**src/rtl/read_write_stuff.sv**
```systemverilog
// -----------------------------------------------------------------------------
// read_write_stuff
//   Five-slot product record store. Each 11-bit record is
//   [10:8] product number, [7:4] item count, [3:0] price. Slot N normally holds
//   the record for product N. Records are stored exactly as written; the
//   block does no arithmetic on them.
//
//   Optional feature (macro STORE_CHECK_EN): a written record whose product
//   number does not match its slot index is dropped for that slot only. The
//   other slots still update, wr_err pulses, and wr_done still pulses.
//   Without the macro every slot is written unconditionally and wr_err is 0.
//
// Ports
//   clock           rising-edge clock for all state
//   reset           asynchronous active-high reset
//   rd_en           snapshot all slots onto rd_p0..rd_p4 (1-cycle latency)
//   wr_en           commit wr_p0..wr_p4 into the slots
//   wr_p0..wr_p4    new slot records
//   rd_p0..rd_p4    registered slot snapshot, held between reads
//   rd_valid        one-cycle pulse after a read edge
//   wr_done         one-cycle pulse after a write edge
//   wr_err          one-cycle pulse after a write with a rejected slot
// -----------------------------------------------------------------------------
module read_write_stuff #(
    parameter logic [3:0] DEFAULT_COUNT = 4'd0,
    parameter logic [3:0] DEFAULT_PRICE = 4'd5
) (
    input  logic        clock,
    input  logic        reset,
    input  logic        rd_en,
    input  logic        wr_en,
    input  logic [10:0] wr_p0,
    input  logic [10:0] wr_p1,
    input  logic [10:0] wr_p2,
    input  logic [10:0] wr_p3,
    input  logic [10:0] wr_p4,
    output logic [10:0] rd_p0,
    output logic [10:0] rd_p1,
    output logic [10:0] rd_p2,
    output logic [10:0] rd_p3,
    output logic [10:0] rd_p4,
    output logic        rd_valid,
    output logic        wr_done,
    output logic        wr_err
);

    localparam int NUM_SLOTS = 5;

    logic [10:0]          slot_r   [NUM_SLOTS];
    logic [10:0]          rd_r     [NUM_SLOTS];
    logic [10:0]          wr_vec_s [NUM_SLOTS];
    logic [NUM_SLOTS-1:0] accept_s;
    logic                 rd_valid_r;
    logic                 wr_done_r;

    // Reset record for a slot: its own product number plus the default fields.
    function automatic logic [10:0] default_rec(input logic [2:0] idx);
        return {idx, DEFAULT_COUNT, DEFAULT_PRICE};
    endfunction

    // Product-number check: a record belongs in the slot matching its number.
    function automatic logic rec_matches(input logic [10:0] rec, input logic [2:0] idx);
        return (rec[10:8] == idx);
    endfunction

    // Gather the write ports into an array so the slot logic can loop.
    always_comb begin
        wr_vec_s[0] = wr_p0;
        wr_vec_s[1] = wr_p1;
        wr_vec_s[2] = wr_p2;
        wr_vec_s[3] = wr_p3;
        wr_vec_s[4] = wr_p4;
    end

    // Per-slot write acceptance.
    always_comb begin
        accept_s = {NUM_SLOTS{1'b1}};
        for (int i = 0; i < NUM_SLOTS; i++) begin
`ifdef STORE_CHECK_EN
            accept_s[i] = rec_matches(wr_vec_s[i], 3'(i));
`else
            accept_s[i] = 1'b1;
`endif
        end
    end

    // Slot storage: written on wr_en, rejected slots keep their contents.
    always_ff @(posedge clock or posedge reset) begin
        if (reset) begin
            for (int i = 0; i < NUM_SLOTS; i++) begin
                slot_r[i] <= default_rec(3'(i));
            end
        end else if (wr_en) begin
            for (int i = 0; i < NUM_SLOTS; i++) begin
                if (accept_s[i]) begin
                    slot_r[i] <= wr_vec_s[i];
                end
            end
        end
    end

    // Read snapshot: samples pre-edge slot contents, so a same-edge write
    // is only seen by the following read.
    always_ff @(posedge clock or posedge reset) begin
        if (reset) begin
            for (int i = 0; i < NUM_SLOTS; i++) begin
                rd_r[i] <= default_rec(3'(i));
            end
        end else if (rd_en) begin
            for (int i = 0; i < NUM_SLOTS; i++) begin
                rd_r[i] <= slot_r[i];
            end
        end
    end

    // Completion pulses, one cycle after each enabled edge.
    always_ff @(posedge clock or posedge reset) begin
        if (reset) begin
            rd_valid_r <= 1'b0;
            wr_done_r  <= 1'b0;
        end else begin
            rd_valid_r <= rd_en;
            wr_done_r  <= wr_en;
        end
    end

`ifdef STORE_CHECK_EN
    logic wr_err_r;

    // Error pulse when any slot of an accepted write was rejected.
    always_ff @(posedge clock or posedge reset) begin
        if (reset) begin
            wr_err_r <= 1'b0;
        end else begin
            wr_err_r <= wr_en && (accept_s != {NUM_SLOTS{1'b1}});
        end
    end

    assign wr_err = wr_err_r;
`else
    assign wr_err = 1'b0;
`endif

    assign rd_p0    = rd_r[0];
    assign rd_p1    = rd_r[1];
    assign rd_p2    = rd_r[2];
    assign rd_p3    = rd_r[3];
    assign rd_p4    = rd_r[4];
    assign rd_valid = rd_valid_r;
    assign wr_done  = wr_done_r;

endmodule

```
**config.mk**
```make
export PLATFORM = sky130hd
export DESIGN_NAME = read_write_stuff
export DESIGN_NICKNAME = d
export VERILOG_FILES = /design/src/rtl/read_write_stuff.sv
export SDC_FILE = /design/constraint.sdc
export NUM_CORES = 1
export LEC_CHECK = 0
export CAP_MARGIN = 40
export CORE_MARGIN = 5
export CORE_UTILIZATION = 45
export DETAILED_ROUTE_END_ITERATION = 6
export MAX_ROUTING_LAYER = met4
export PLACE_DENSITY = 0.76
export SYNTH_ARGS = -nofsm -noshare
export SYNTH_HDL_FRONTEND = slang
export SYNTH_SLANG_ARGS = --single-unit
```
**constraint.sdc**
```tcl
create_clock -name clock -period 5.5 [get_ports clock]
set_input_delay 0.55 -clock clock [delete_from_list [all_inputs] [get_ports clock]]
set_output_delay 0.55 -clock clock [all_outputs]
set_load 0.01 [all_outputs]
```
; ---- Word level (Yosys, flattened, before mapping)
; Cells that the tools add are included.
[word_totals]
input_bits = 59
output_inout_bits = 58
elab_cells = 12
reg_bits = 112

; ---- Depth between registers and ports, before layout
[depth]
depth_word = 0
mapped_depth = 3
mapped_depth_nobuf = 1

; ---- Least setup slack after synthesis
; OpenSTA, ideal clock, no wires.
[synth_path]
kind = in2reg
from = in rd_en
to = reg rd_r, in the netlist rd_p0[10]
required_time_ps = 5375
cell_stages = 3
t_arrival_ps = 1145
path_buffers = 2
path_slack_ps = 4230
setup_ps = 125
path_cell_list = buf_6 > buf_12 > mux2_4
[synth_rtl]
columns = element, line
row1 = "start, declared", 30  ; input logic rd_en,
row2 = "end signal, assigned by index", 107  ; rd_r[i] <= default_rec(3'(i));
row3 = "end signal, assigned by index", 111  ; rd_r[i] <= slot_r[i];
row4 = "end, declared", 50  ; logic [10:0] rd_r [NUM_SLOTS];
; No word-level cell between the ends.

; ---- Worst setup path after layout
[layout_path]
from = reg rd_r, in the netlist rd_p4[0]
to = out rd_p4[0]
[layout_rtl]
columns = element, line
row1 = "end, declared", 41  ; output logic [10:0] rd_p4,
; No word-level cell between the ends.

==> flow_metrics.env <==
export IMPL_path_delay_family="buffers and inverters"
export IMPL_ys_seq_elements=112
export IMPL_synth_top_family_by_area="multiplexers"
export IMPL_grt_pass1_wl_mm=13.6
export IMPL_setup_worst_path_class="reg2out"
export IMPL_drive_gt1_share_pct=45.0
export IMPL_p_comb_share_pct=21.4
export IMPL_antenna_found_initial=0
export IMPL_die_w_um=112
export IMPL_post_cts_resize_count=0
export IMPL_cts_tree="done"
export IMPL_num_antenna_cells=0
export IMPL_cts_sinks=112
export IMPL_clockBufferDepth=2
export IMPL_synth_area_mm2=0.00469
export IMPL_fin_nets=412
export IMPL_cp_slowest_cell="clkdlybuf4s50_1"
export IMPL_final_cell_mix="clkdlybuf4s50_1 (113), mux2_4 (100), dfrtp_1 (82)"
export IMPL_max_stage_delay_ns=0.56
export IMPL_synth_compound_area_share_pct=0
export IMPL_synth_simple_area_share_pct=0
export IMPL_cp_num_buf_inv=1
export IMPL_area_delta_synth_final_pct=29.0
export IMPL_slew_headroom_pct=50.0
export IMPL_cts_hold_buffers_added=0
export IMPL_cts_max_level=3
export IMPL_row_count=37
export IMPL_worstPathRequired_ns=4.95
export IMPL_finalHoldViolCount=0
export IMPL_dp_cells=478
export IMPL_grt_total_usage_pct=14.2
export IMPL_arrival_ns=1.46
export IMPL_p_switching_uw=452
export IMPL_grt_ovfl_total=0
export IMPL_fin_crit_ns=2.01
export IMPL_clkTransAtPathRegs_ns=0.10
export IMPL_via_per_inst=4.63
export IMPL_place_congestion=0.724
export IMPL_core_mm2=0.0102
export IMPL_cts_buffers_inserted=9
export IMPL_power_share_clock_pct=26.0
export IMPL_peakVddDrop_v=0.000166
export IMPL_vias=2289
export IMPL_die_h_um=112
export IMPL_synth_fp_nets=296
export IMPL_die_area_mm2=0.0126
export IMPL_path_max_fanout=2
export IMPL_postSynthAreaPerCell_um2=19.8
export IMPL_first_global_vias=2680
export IMPL_initial_utilization_pct=45.9
export IMPL_fin_hold_ws_ns=0.511
export IMPL_powerDensity_mw_per_mm2=316
export IMPL_drv_slew=0
export IMPL_yosysSeqAreaShare_pct=60.5
export IMPL_finalSetupTns_ns=0
export IMPL_synthDistinctLibCells=9
export IMPL_postRouteAntennaNets=0
export IMPL_cts_root_buf="clkbuf_8"
export IMPL_synthCells=237
export IMPL_setup_violations=0
export IMPL_grt_max_degree=63
export IMPL_final_common_cell="clkdlybuf4s50_1"
export IMPL_pwr_share_seq_pct=52.6
export IMPL_remaining_drc_errors=0
export IMPL_critPathCaptureType="primary output"
export IMPL_cts_setup_buffers=0
export IMPL_muxShareOfSynthArea_pct=34.4
export IMPL_dr_pass1_iters=4
export IMPL_clk_latency_ns=0.36
export IMPL_p_sw_share_pct=23.6
export IMPL_wl_per_cell_um=17.1
export IMPL_dp_hpwl_mm=5.66
export IMPL_port_buffers=115
export IMPL_crit_chain="clkdlybuf4s50_1"
export IMPL_n_fill_cell=795
export IMPL_hp_class="reg2reg"
export IMPL_drtIter0Drc=49
export IMPL_rsz0062_at_grt="false"
export IMPL_stdcell_count=494
export IMPL_total_power_uw=1910
export IMPL_io_pins=117
export IMPL_start_kind="flip-flop"
export IMPL_yosysWarnings=0
export IMPL_p_int_uw=1460
export IMPL_synth_adder_area_share_pct=0
export IMPL_wl_mm=8.43
export IMPL_fmax_ghz=0.497
export IMPL_worst_pin_slew_ns=0.750
export IMPL_final_setup_skew_ns=0.0110
export IMPL_finalCritPeriodShare_pct=36.6
export IMPL_maxCapViolCount=0
export IMPL_p_leak_uw=0.00272
export IMPL_yosys_area_share_xor_xnor_pct=0
export IMPL_status="completed"
[through the flow]
| stage | utilization (%) | setup WS, ns | area, µm² |
|---|---|---|---|
| 2_1_floorplan | - | 2.04 | 4690 |
| 3_3_place_gp | 56.6 | 3.25 | 5790 |
| 3_5_place_dp | 57.1 | 3.21 | 5840 |
| 4_1_cts | 59.1 | 3.46 | 6050 |
| 5_1_grt | 59.1 | 3.41 | 6050 |
| 6_report | 59.1 | 3.49 | 6050 |
[routing by layer]
layer  vias to the layer above  track usage, %  share of wire (%)
li1                       1054               -                  -
met1                      1155            19.0                 47
met2                        73            19.9                 44
met3                         7            4.91                8.1
met4                         0            5.29                1.3
met5                         -               -                  0
[logic make-up (layout without fill, tap and decap cells)]
| kind of cell | after synthesis | count (layout) |
|---|---|---|
| muxes | 110 | 110 |
| buffers and inverters | 14 | 135 |
| DFF | 112 | 112 |
| other | 1 | 1 |
[power groups by stage]
stage	logic, µW	registers, µW	clock network (µW)
floorplan	204	1040	0
global placement	406	1020	0
detailed placement	415	1020	0
CTS	416	1010	517
global route	434	1020	549
finish	409	1010	498
[sequential cells by signal, indices dropped and copies added (netlist names)]
signal    count
slot_r       55
rd_p2        11
wr_done       1
rd_p0        11
rd_p3        11
rd_p1        11
rd_valid      1
rd_p4        11
[cell usage after synthesis]
| cell type | instances | area share, % |
|---|---|---|
| inv_1 | 1 | 0.080 |
| buf_12 | 10 | 4.3 |
| buf_6 | 2 | 0.48 |
| mux2_4 | 100 | 32 |
| buf_4 | 1 | 0.16 |
| mux2_2 | 10 | 2.4 |
| dfrtp_1 | 82 | 44 |
| conb_1 | 1 | 0.080 |
| dfstp_2 | 30 | 17 |
[area by class of cell]
cell class / instances / area [µm²] / area share (%)
well taps: 136 / 170 / 2.81
inverters: 1 / 6.26 / 0.103
multi-input cells: 111 / 1620 / 26.7
flip-flops and latches: 112 / 2840 / 46.9
repair buffers: 118 / 1210 / 20.0
clock inverters: 4 / 52.6 / 0.868
clock buffers: 12 / 155 / 2.56
[final timing paths]
kind | from | to | slack [ns] | cells past startpoint
max | rd_p4[0]$_DFFE_PP1P_ | rd_p4[0] | 3.49 | 1
min | slot_r[14]$_DFFE_PP0P_ | rd_p3[3]$_DFFE_PP0P_ | 0.51 | 1
max reg2reg | rd_p1[10]$_DFFE_PP0P_ | rd_p1[10]$_DFFE_PP0P_ | 4.71 | 1
min reg2reg | slot_r[14]$_DFFE_PP0P_ | rd_p3[3]$_DFFE_PP0P_ | 0.51 | 1
max in group asynchronous | reset | rd_p3[4]$_DFFE_PP0P_ | 3.71 | 3
min in group asynchronous | reset | slot_r[39]$_DFFE_PP0P_ | 0.61 | 2
No activity file was read; power rests on OpenSTA's default activity.
==> RTL edit 1, RTL diff (config.mk and constraints unchanged) <==
Register the outputs `rd_p0`, `rd_p1`, `rd_p2`, `rd_p3` and `rd_p4`, with the module's reset; this adds one clock of latency there. The other outputs are not delayed to match. Comments in the files are not updated.
--- a/src/rtl/read_write_stuff.sv
+++ b/src/rtl/read_write_stuff.sv
@@ -141,11 +141,21 @@
     assign wr_err = 1'b0;
 `endif
 
-    assign rd_p0    = rd_r[0];
-    assign rd_p1    = rd_r[1];
-    assign rd_p2    = rd_r[2];
-    assign rd_p3    = rd_r[3];
-    assign rd_p4    = rd_r[4];
+    always_ff @(posedge clock or posedge reset) begin
+        if (reset) begin
+            rd_p0 <= '0;
+            rd_p1 <= '0;
+            rd_p2 <= '0;
+            rd_p3 <= '0;
+            rd_p4 <= '0;
+        end else begin
+            rd_p0 <= rd_r[0];
+            rd_p1 <= rd_r[1];
+            rd_p2 <= rd_r[2];
+            rd_p3 <= rd_r[3];
+            rd_p4 <= rd_r[4];
+        end
+    end
     assign rd_valid = rd_valid_r;
     assign wr_done  = wr_done_r;
 
Check against the original RTL: not equivalent (a bounded check fails within 4 cycles, from zero or initial values and one cycle with reset high).
==> RTL edit 1 against the original RTL <==
  * Die area rose by 27%
  * Non-clock buffer count increased by 1
  * Synthesized area grew 29%
  * Critical path depth unchanged
  * Routed wire length grew 21%
  * Worst setup slack better by 0.15 ns
  * Design area up 30%
  * Final cell count grew 22%
  * Fmax up 8.0%
  * Clock skew shrank 0.0045 ns
  * Total power is 59% higher
  * Worst hold slack got worse by 0.14 ns
  * Via count rose by 20%
  * Sequential cell count up 55
==> RTL edit 1: results (changes against the original RTL) <==
metric,value,unit,change
outcome,"finished, final reports clean",,unchanged
pre_cts_slack,3.53,ns,was 3.21 ns
place_hpwl,6400,um,was 5660 um
cp_slowest_stage_delay,0.54,ns,was 0.56 ns
tightest_slew,0.582,ns,was 0.750 ns
via_per_inst,4.56,,was 4.63
cts_made_buffers,17,,was 9
clk_latency,0.42,ns,was 0.36 ns
place_area,7300,um2,was 5840 um2
area_delta_synth_final,29.4,%,was 29.0%
peakVddDrop,0.201,mV,was 0.166 mV
nets,476,,was 412
drt_iter0_drc,110,,was 49
grt_max_degree,76,,was 63
htreeDepth,4,,was 3
grt_pass1_vias,3152,,"was 2,680"
crit_slowest_cell,clkdlybuf4s50_1,,unchanged
synthTopCellsByCount,"dfrtp_1 (137), mux2_4 (100), dfstp_2 (30), buf_12 (10), mux2_2 (10)",,"was mux2_4 (100), dfrtp_1 (82), dfstp_2 (30), buf_12 (10), mux2_2 (10)"
placedCellCount,574,,was 478
cp_max_fo,1,,was 2
grt_use_total,0.142,,about the same
syn_nets,351,,was 296
path_clk_slew,0.06,ns,was 0.10 ns
yosysSeqAreaShare,0.695,,was 0.605
leakagePower,3.55,nW,was 2.72 nW
drive_gt1_frac,0.400,,was 0.450
gp_congestion,0.697,,was 0.724
grt_pass1_wl,16800,um,"was 13,600 um"
yosys-top-cells-area,"dfrtp_1 (56%), mux2_4 (25%), dfstp_2 (13%)",,"was dfrtp_1 (44%), mux2_4 (32%), dfstp_2 (17%)"
vias,2753,,"was 2,289"
[RTL edit 1: changes by cell type in the layout (fill, tap and decap cells not counted), moves of 2 or more]
cell	change
dfrtp_1	+55
clkinvlp_4	-2
clkinv_2	+2
clkbuf_1	+5
clkbuf_8	-9
clkbuf_16	+17
[RTL edit 1: cell families (layout without fill, tap and decap cells)]
| family | count (synthesis) | in the layout | share of synthesized area |
|---|---|---|---|
| buf+inv | 14 | 150 | 0.0386 |
| other cells | 1 | 1 | 0.000618 |
| mux | 110 | 110 | 0.266 |
| flops | 167 | 167 | 0.695 |
[RTL edit 1: layout make-up]
class                           instances  area [um2]
Inverter                                1        8.76
Fill cell                            1005        5390
Timing Repair Buffer                  119        1240
Tap cell                              176         220
Sequential cell                       167        4220
Clock inverter                          5        77.6
Clock buffer                           25         475
Multi-Input combinational cell        111        1620
[RTL edit 1: worst paths after layout]
| kind | from | slack, ns | cells past startpoint | endpoint |
|---|---|---|---|---|
| setup / recovery | rd_p1[0] | 3.64 | 1 | rd_p1[0] |
| hold / removal | rd_r[4] | 0.37 | 0 | rd_p4[4] |
| setup reg to reg | rd_r[28] | 4.71 | 1 | rd_r[28] |
| hold reg to reg | rd_r[4] | 0.37 | 0 | rd_p4[4] |
| max in group asynchronous | reset | 4.02 | 3 | rd_r[47] |
| min in group asynchronous | reset | 0.53 | 2 | rd_p3[1] |
[RTL edit 1: routing by layer]
layer,GRT usage,vias up,share of wire
li1,-,1246,-
met1,0.181,1407,0.47
met2,0.207,84,0.46
met3,0.0521,16,0.055
met4,0.0549,0,0.015
met5,-,-,0
[RTL edit 1: power by group]
part | switching, mW | internal (mW)
logic | 0.139 | 0.283
registers | 0.0771 | 1.41
clock network | 0.438 | 0.686
total | 0.654 | 2.38
==> RTL edit 2, RTL diff (config.mk and constraints unchanged) <==
Made on the original files. Add a define of `STORE_CHECK_EN`.
--- a/src/rtl/read_write_stuff.sv
+++ b/src/rtl/read_write_stuff.sv
@@ -21,6 +21,8 @@
 //   wr_done         one-cycle pulse after a write edge
 //   wr_err          one-cycle pulse after a write with a rejected slot
 // -----------------------------------------------------------------------------
+`define STORE_CHECK_EN
+
 module read_write_stuff #(
     parameter logic [3:0] DEFAULT_COUNT = 4'd0,
     parameter logic [3:0] DEFAULT_PRICE = 4'd5
Behaviour: not the same (Yosys sat finds a counterexample within 4 cycles, from zero or initial values and one cycle with reset high).
==> RTL edit 2 against the original RTL <==
  * Sequential cell count is 1 higher
  * Routed wire length down 2.7%
  * Design area increased by 1.9%
  * Synthesized cell count grew 4.2%
  * Synthesized area is 7.1% lower
  * Via count up 5.7%
  * Total power rose by 34%
  * Sequential share of layout area is 0.46 points lower
  * Clock skew shrank 0.0034 ns
  * Worst setup slack worse by 0.11 ns
  * Largest power group unchanged
  * Critical path depth stayed put
==> RTL edit 2: results (changes against the original RTL) <==
metric,value,unit,change
synth-seq-cells,113,,was 112
grt_use_met2,0.218,,was 0.199
gp_congestion,0.730,,was 0.724
grt_pass1_vias,2656,,"was 2,680"
max_slew_margin,0.495,,was 0.500
routed-wl-met3,603,um,was 682 um
critPathCapture,rd_p4[10],,was rd_p4[0]
syn_nets,306,,was 296
synth_compound_area_frac,0.00172,,was 0
gr-usage-met1,0.198,,was 0.190
port-buffer-count,116,,was 115
grt_use_total,0.153,,was 0.142
n_clock_buffer,22,,was 12
outcome,"finished, final reports clean",,unchanged
grt_pass1_wl,13300,um,"was 13,600 um"
hp-start,slot_r[52],,was slot_r[14]
cp.arrival,1.57,ns,was 1.46 ns
synthTopCellsByCount,"dfrtp_1 (83), mux2_2 (67), dfstp_2 (30), mux2_4 (28), nor2b_1 (9)",,"was mux2_4 (100), dfrtp_1 (82), dfstp_2 (30), buf_12 (10), mux2_2 (10)"
grt.met3_usage,0.0585,,was 0.0491
grt_max_degree,64,,was 63
worstReg2RegStart,slot_r[42],,was rd_p1[10]
synth_mux_area_frac,0.270,,was 0.344
r2r_setup_slack,4.73,ns,was 4.71 ns
placedCellCount,487,,was 478
yosys-top-cells-area,"dfrtp_1 (48%), dfstp_2 (18%), mux2_2 (17%)",,"was dfrtp_1 (44%), mux2_4 (32%), dfstp_2 (17%)"
leakagePower,2.66,nW,was 2.72 nW
clk_latency,0.49,ns,was 0.36 ns
synthCells,247,,was 237
place_hpwl,5510,um,was 5660 um
path_clk_slew,0.05,ns,was 0.10 ns
seq_area,2870,um2,was 2840 um2
routed_wl,8200,um,was 8430 um
r2r_end,rd_p1[9],,was rd_p1[10]
drt_iter0_drc,59,,was 49
vias,2420,,"was 2,289"
htreeDepth,4,,was 3
via_per_inst,4.66,,was 4.63
yosysSeqAreaShare,0.657,,was 0.605
hold_path_end,rd_p0[8],,was rd_p3[3]
worst_clock_skew,0.00756,ns,was 0.0110 ns
## RTL edit 2: logic make-up (layout without fill, tap and decap cells)
family	count (synthesis)	in the layout
AND/OR/NAND/NOR	26	26
buffers and inverters	12	151
flip-flops	113	113
AO/OA/AOI/OAI	1	1
multiplexers	95	95
## RTL edit 2: power by group through the flow
| stage | clock network (mW) | logic [mW] | registers, mW |
|---|---|---|---|
| finish | 1.02 | 0.461 | 1.09 |
| detailed placement | 0 | 0.469 | 1.10 |
| global route | 1.09 | 0.493 | 1.11 |
| floorplan | 0 | 0.192 | 1.12 |
| CTS | 1.05 | 0.471 | 1.09 |
| global placement | 0 | 0.459 | 1.10 |
## RTL edit 2: stage by stage
step	setup slack, ns	instance area [um2]	power [mW]	hold slack [ns]
2_1_floorplan	2.01	4360	1.32	0.458
3_3_place_gp	3.27	5600	1.55	0.477
3_5_place_dp	3.22	5600	1.57	0.479
4_1_cts	3.33	6160	2.61	0.496
5_1_grt	3.33	6160	2.69	0.510
6_report	3.38	6160	2.57	0.494
